**src/rtl/stream_merge_2to1.sv**
```systemverilog
// stream_merge_2to1: packet-aware round-robin 2:1 valid/ready merger with a registered output stage.
// The grant is locked for a whole packet so beats from the two inputs never interleave.
module stream_merge_2to1 #(
    parameter int DATA_W = 8
) (
    input  logic              clk,
    input  logic              rst_n,
    input  logic              in0_valid,
    output logic              in0_ready,
    input  logic [DATA_W-1:0] in0_data,
    input  logic              in0_last,
    input  logic              in1_valid,
    output logic              in1_ready,
    input  logic [DATA_W-1:0] in1_data,
    input  logic              in1_last,
    output logic              out_valid,
    input  logic              out_ready,
    output logic [DATA_W-1:0] out_data,
    output logic              out_last,
    output logic              out_sel,
    output logic              busy
);
    typedef enum logic [1:0] {IDLE, LOCK0, LOCK1} state_t;
    state_t            state_q, state_d;
    logic              prio_q, prio_d;
    logic              out_valid_q, out_valid_d;
    logic              out_last_q, out_last_d;
    logic              out_sel_q, out_sel_d;
    logic [DATA_W-1:0] out_data_q, out_data_d;
    logic              load, sel, req, xfer, xfer_last;

    always_comb begin
        load        = !out_valid_q || out_ready;
        // a locked input keeps the grant; in IDLE a lone requester wins, otherwise prio decides
        sel         = state_q == LOCK1 || (state_q == IDLE && in1_valid && (!in0_valid || prio_q));
        req         = state_q != IDLE || in0_valid || in1_valid;
        in0_ready   = rst_n && load && req && !sel;
        in1_ready   = rst_n && load && req && sel;
        xfer        = sel ? in1_valid && in1_ready : in0_valid && in0_ready;
        xfer_last   = sel ? in1_last : in0_last;
        state_d     = state_q;
        prio_d      = prio_q;
        out_valid_d = out_valid_q;
        out_data_d  = out_data_q;
        out_last_d  = out_last_q;
        out_sel_d   = out_sel_q;
        if (xfer) begin
            state_d     = xfer_last ? IDLE : (sel ? LOCK1 : LOCK0);
            prio_d      = xfer_last ? !sel : prio_q;
            out_valid_d = 1'b1;
            out_data_d  = sel ? in1_data : in0_data;
            out_last_d  = xfer_last;
            out_sel_d   = sel;
        end else if (out_ready) begin
            out_valid_d = 1'b0;
        end
    end

    always_ff @(posedge clk or negedge rst_n) begin
        if (!rst_n) begin
            state_q     <= IDLE;
            prio_q      <= 1'b0;
            out_valid_q <= 1'b0;
            out_data_q  <= '0;
            out_last_q  <= 1'b0;
            out_sel_q   <= 1'b0;
        end else begin
            state_q     <= state_d;
            prio_q      <= prio_d;
            out_valid_q <= out_valid_d;
            out_data_q  <= out_data_d;
            out_last_q  <= out_last_d;
            out_sel_q   <= out_sel_d;
        end
    end

    assign out_valid = out_valid_q;
    assign out_data  = out_data_q;
    assign out_last  = out_last_q;
    assign out_sel   = out_sel_q;
    assign busy      = state_q != IDLE;
endmodule

```
**config.mk**
```make
export PLATFORM = sky130hd
export DESIGN_NAME = stream_merge_2to1
export DESIGN_NICKNAME = d
export VERILOG_FILES = /design/src/rtl/stream_merge_2to1.sv
export SDC_FILE = /design/constraint.sdc
export NUM_CORES = 1
export LEC_CHECK = 0
export CORE_MARGIN = 3
export CORE_UTILIZATION = 39
export DETAILED_ROUTE_END_ITERATION = 16
export GPL_TIMING_DRIVEN = 1
export PLACE_DENSITY = 0.77
export SLEW_MARGIN = 5
export SYNTH_ARGS = -nofsm -noshare
export SYNTH_HDL_FRONTEND = slang
export SYNTH_SLANG_ARGS = --single-unit
```
**constraint.sdc**
```tcl
create_clock -name clk -period 2.1 [get_ports clk]
set_clock_uncertainty 0.05 [all_clocks]
set_input_delay 0.21 -clock clk [delete_from_list [all_inputs] [get_ports clk]]
set_output_delay 0.21 -clock clk [all_outputs]
set_load 0.01 [all_outputs]
```
==> results by group <==
Die
  • Site Rows: 15
  • CORE AREA: 1800 um^2
  • I/O pin total: 37
  • Starting density of the core: 0.427
  • Die area: 2540 um^2
  • Chip width: 50.4 um
  • Die H: 50.4 um

GRT
  • Gr usage total: 0.169
  • Largest net degree at the start of global routing: 17
  • First-pass GRT wire length: 3180 um
  • Initial antenna violation count: 0
  • Vias in the first global route: 707
  • Grt total ovfl: 0

Worst setup path
  • Critical path launch point type: flop
  • Reg2Reg Setup Slack: 200 ps
  • RR Endpoint: out_data[0]
  • Total stage count of the critical path: 5
  • RR Startpoint: state_q[1]
  • R2R cell count: 5
  • Crit path launch: state_q[1]
  • Worst Path Max Fanout: 11
  • WS Path Type: reg -> reg
  • Critical-path top delay cell: dfrtp_2
  • End point of the critical path: out_data[0]
  • Critical path arrival: 2030 ps
  • Crit path max-delay family: multiplexers
  • CP Capture Type: flop
  • CP cell instances: nor3b_2 > or2_4 > buf_4 > mux2_2 > mux2_1
  • Max stage delay on crit path: 450 ps
  • Data required, critical path: 2220 ps
  • Worst path bufs/invs: 1

Finish
  • Final Core Density: 0.698
  • Layout cell share with drive strength beyond 1: 0.286
  • N_diodes: 0
  • Fin area: 1260 um^2
  • Area of the multi-input gates: 405 um^2
  • Fin nets: 136
  • Fillers: 158
  • Reg area: 352 um^2
  • Area grow syn2layout: 63.4%

Power
  • PD cells: 1140 nW/um^2
  • VDD IR max: 0.750 mV
  • P_leak: 0.573 nW

Clock tree
  • CTS tree: yes
  • Root Driver: clkbuf_4
  • Worst skew pair latency: 280 ps
  • Hold buffers post-CTS: 0
  • CTS clk-pin slew, worst paths: 90 ps
  • CTS buffer count: 3
  • H-tree depth: 1
  • CTS Sinks: 14
  • Deepest clock path buffer count: 2

Placement
  • Post-DP HPWL: 1470 um
  • I/O Buffers: 36
  • Cell Area, Placed: 1200 um^2
  • GPL Wtd Cong: 0.846

Routing
  • WL met2: 1020 um
  • DR vias: 676
  • Routed Wire Length: 1930 um
  • DR WL met3: 117 um
  • Top sig layer: met4
  • Metal1 wirelength: 746 um
  • Initial DRC count: 3
  • Routed WL per cell: 14.1 um
  • First-pass DRT Iterations: 4
  • Antenna-violating nets left: 0
  • DRC errors left: 0
  • Vias per inst: 4.93

Timing
  • Unrepaired setup endpoints after global routing: false
  • Max transition margin: 0.842
  • Worst slew pin tran: 236 ps
  • Final TNS setup: 0 ps
  • Final setup violation count: 0
  • Final Slew Violations: 0
  • Final worst path period share: 0.907
  • Final hold violation count: 0
  • Final Hold Slack: 212 ps
  • F_max: 525 MHz
  • Clock period minus worst slack: 1900 ps

Logic synthesis
  • Seq cells post-synth: 14
  • Syn avg cell area: 11.7 um^2
  • Yosys cell types: 24
  • Top-area cell type share of the netlist area: 0.455
  • Ranking of synthesized cells by area: dfrtp_1 46%, mux2_2 13%, mux2_4 12%, mux2_1 4.4%, nor2_1 2.9%
  • Register area share after synthesis: 0.455
  • Synth Flop Type: dfrtp_1
  • Post-synth EDFFs: 0
  • Post-synth top area cell: dfrtp_1
  • Synth warn: 0
  • Syn Inst Count: 66
  • Asr flop ratio synth: 1.00
  • Synthesized Nets: 89
  • Cell Area, Synth: 769 um^2

Hold path
  • Hold crit path type: in -> async

Run status
  • Run status: completed

Run
  • Maxcap violations: 0
## synthesized netlist by cell type (2+ instances only)
library cell  number
mux2_2             9
o21ai_0            3
nand2b_1           2
nand2_1            3
mux2_1             3
nor2_1             6
inv_1              2
a31oi_1            2
mux2_4             6
and2_1             2
dfrtp_1           14
a21oi_1            2
## cells by family after synthesis
kind of cell	share of synthesized area
muxes	0.293
AOI/OAI and AO/OA	0.101
buffers and inverters	0.0309
DFF	0.455
and+or+nand+nor	0.120
## timing repair
item,4_1_cts,5_1_grt
pin swaps,1,0
gates resized for setup,2,3
setup buffers,1,0
endpoints found under the setup margin,2,2
## worst min path at each step
stage | endpoint | slack [ps] | depth (start not counted)
5_1_grt | out_valid | 230 | 2
6_report | out_valid | 210 | 2
2_1_floorplan | out_data[0] | -140 | 0
3_3_place_gp | out_data[0] | 420 | 1
3_5_place_dp | out_data[0] | 430 | 1
4_1_cts | out_valid | 210 | 2
## through the flow
stage	total power [mW]	cells	setup WS [ps]
global placement	1.20	132	18.8
global route	1.53	137	113
CTS	1.44	137	14.3
floorplan	0.861	66	381
finish	1.43	137	196
detailed placement	1.23	132	-143
## layout by cell type, fill, tap and decap left out, drive strengths merged, types with 2 or more instances in the layout
| cell | Yosys | layout |
|---|---|---|
| clkdlybuf4s50 | 0 | 34 |
| mux2 | 18 | 18 |
| dfrtp | 14 | 14 |
| buf | 2 | 8 |
| nor2 | 6 | 6 |
| clkbuf | 0 | 4 |
| nand2 | 3 | 3 |
| o21ai | 3 | 3 |
| nand2b | 2 | 2 |
| and2 | 2 | 2 |
| inv | 2 | 2 |
| a31oi | 2 | 2 |
| a21oi | 2 | 2 |
| dlymetal6s2s | 0 | 2 |
| or2 | 2 | 2 |
## power by group
group	switching [mW]	total [mW]	internal, mW
Combinational	0.288	0.762	0.474
Sequential	0.0777	0.470	0.393
Clock	0.0899	0.195	0.105
## state kept, by name (all words and copies together) (netlist names)
register and cells:
state_q 2, prio_q 1, out_data 8, out_valid 1, out_sel 1, out_last 1
## layout make-up
cell class              instances  share of cell area
repair buffers                 44               0.338
multi-input cells              48               0.322
flip-flops and latches         14               0.280
clock buffers                   4              0.0289
well taps                      25              0.0249
inverters                       2             0.00597
## routing by layer
| metal | up-vias | global-route usage |
|---|---|---|
| met5 | - | 0 |
| met4 | 0 | 0.0942 |
| met3 | 4 | 0.0297 |
| met2 | 24 | 0.302 |
| met1 | 318 | 0.188 |
| li1 | 330 | - |
Note: power is estimated with default switching activity, not from simulation.
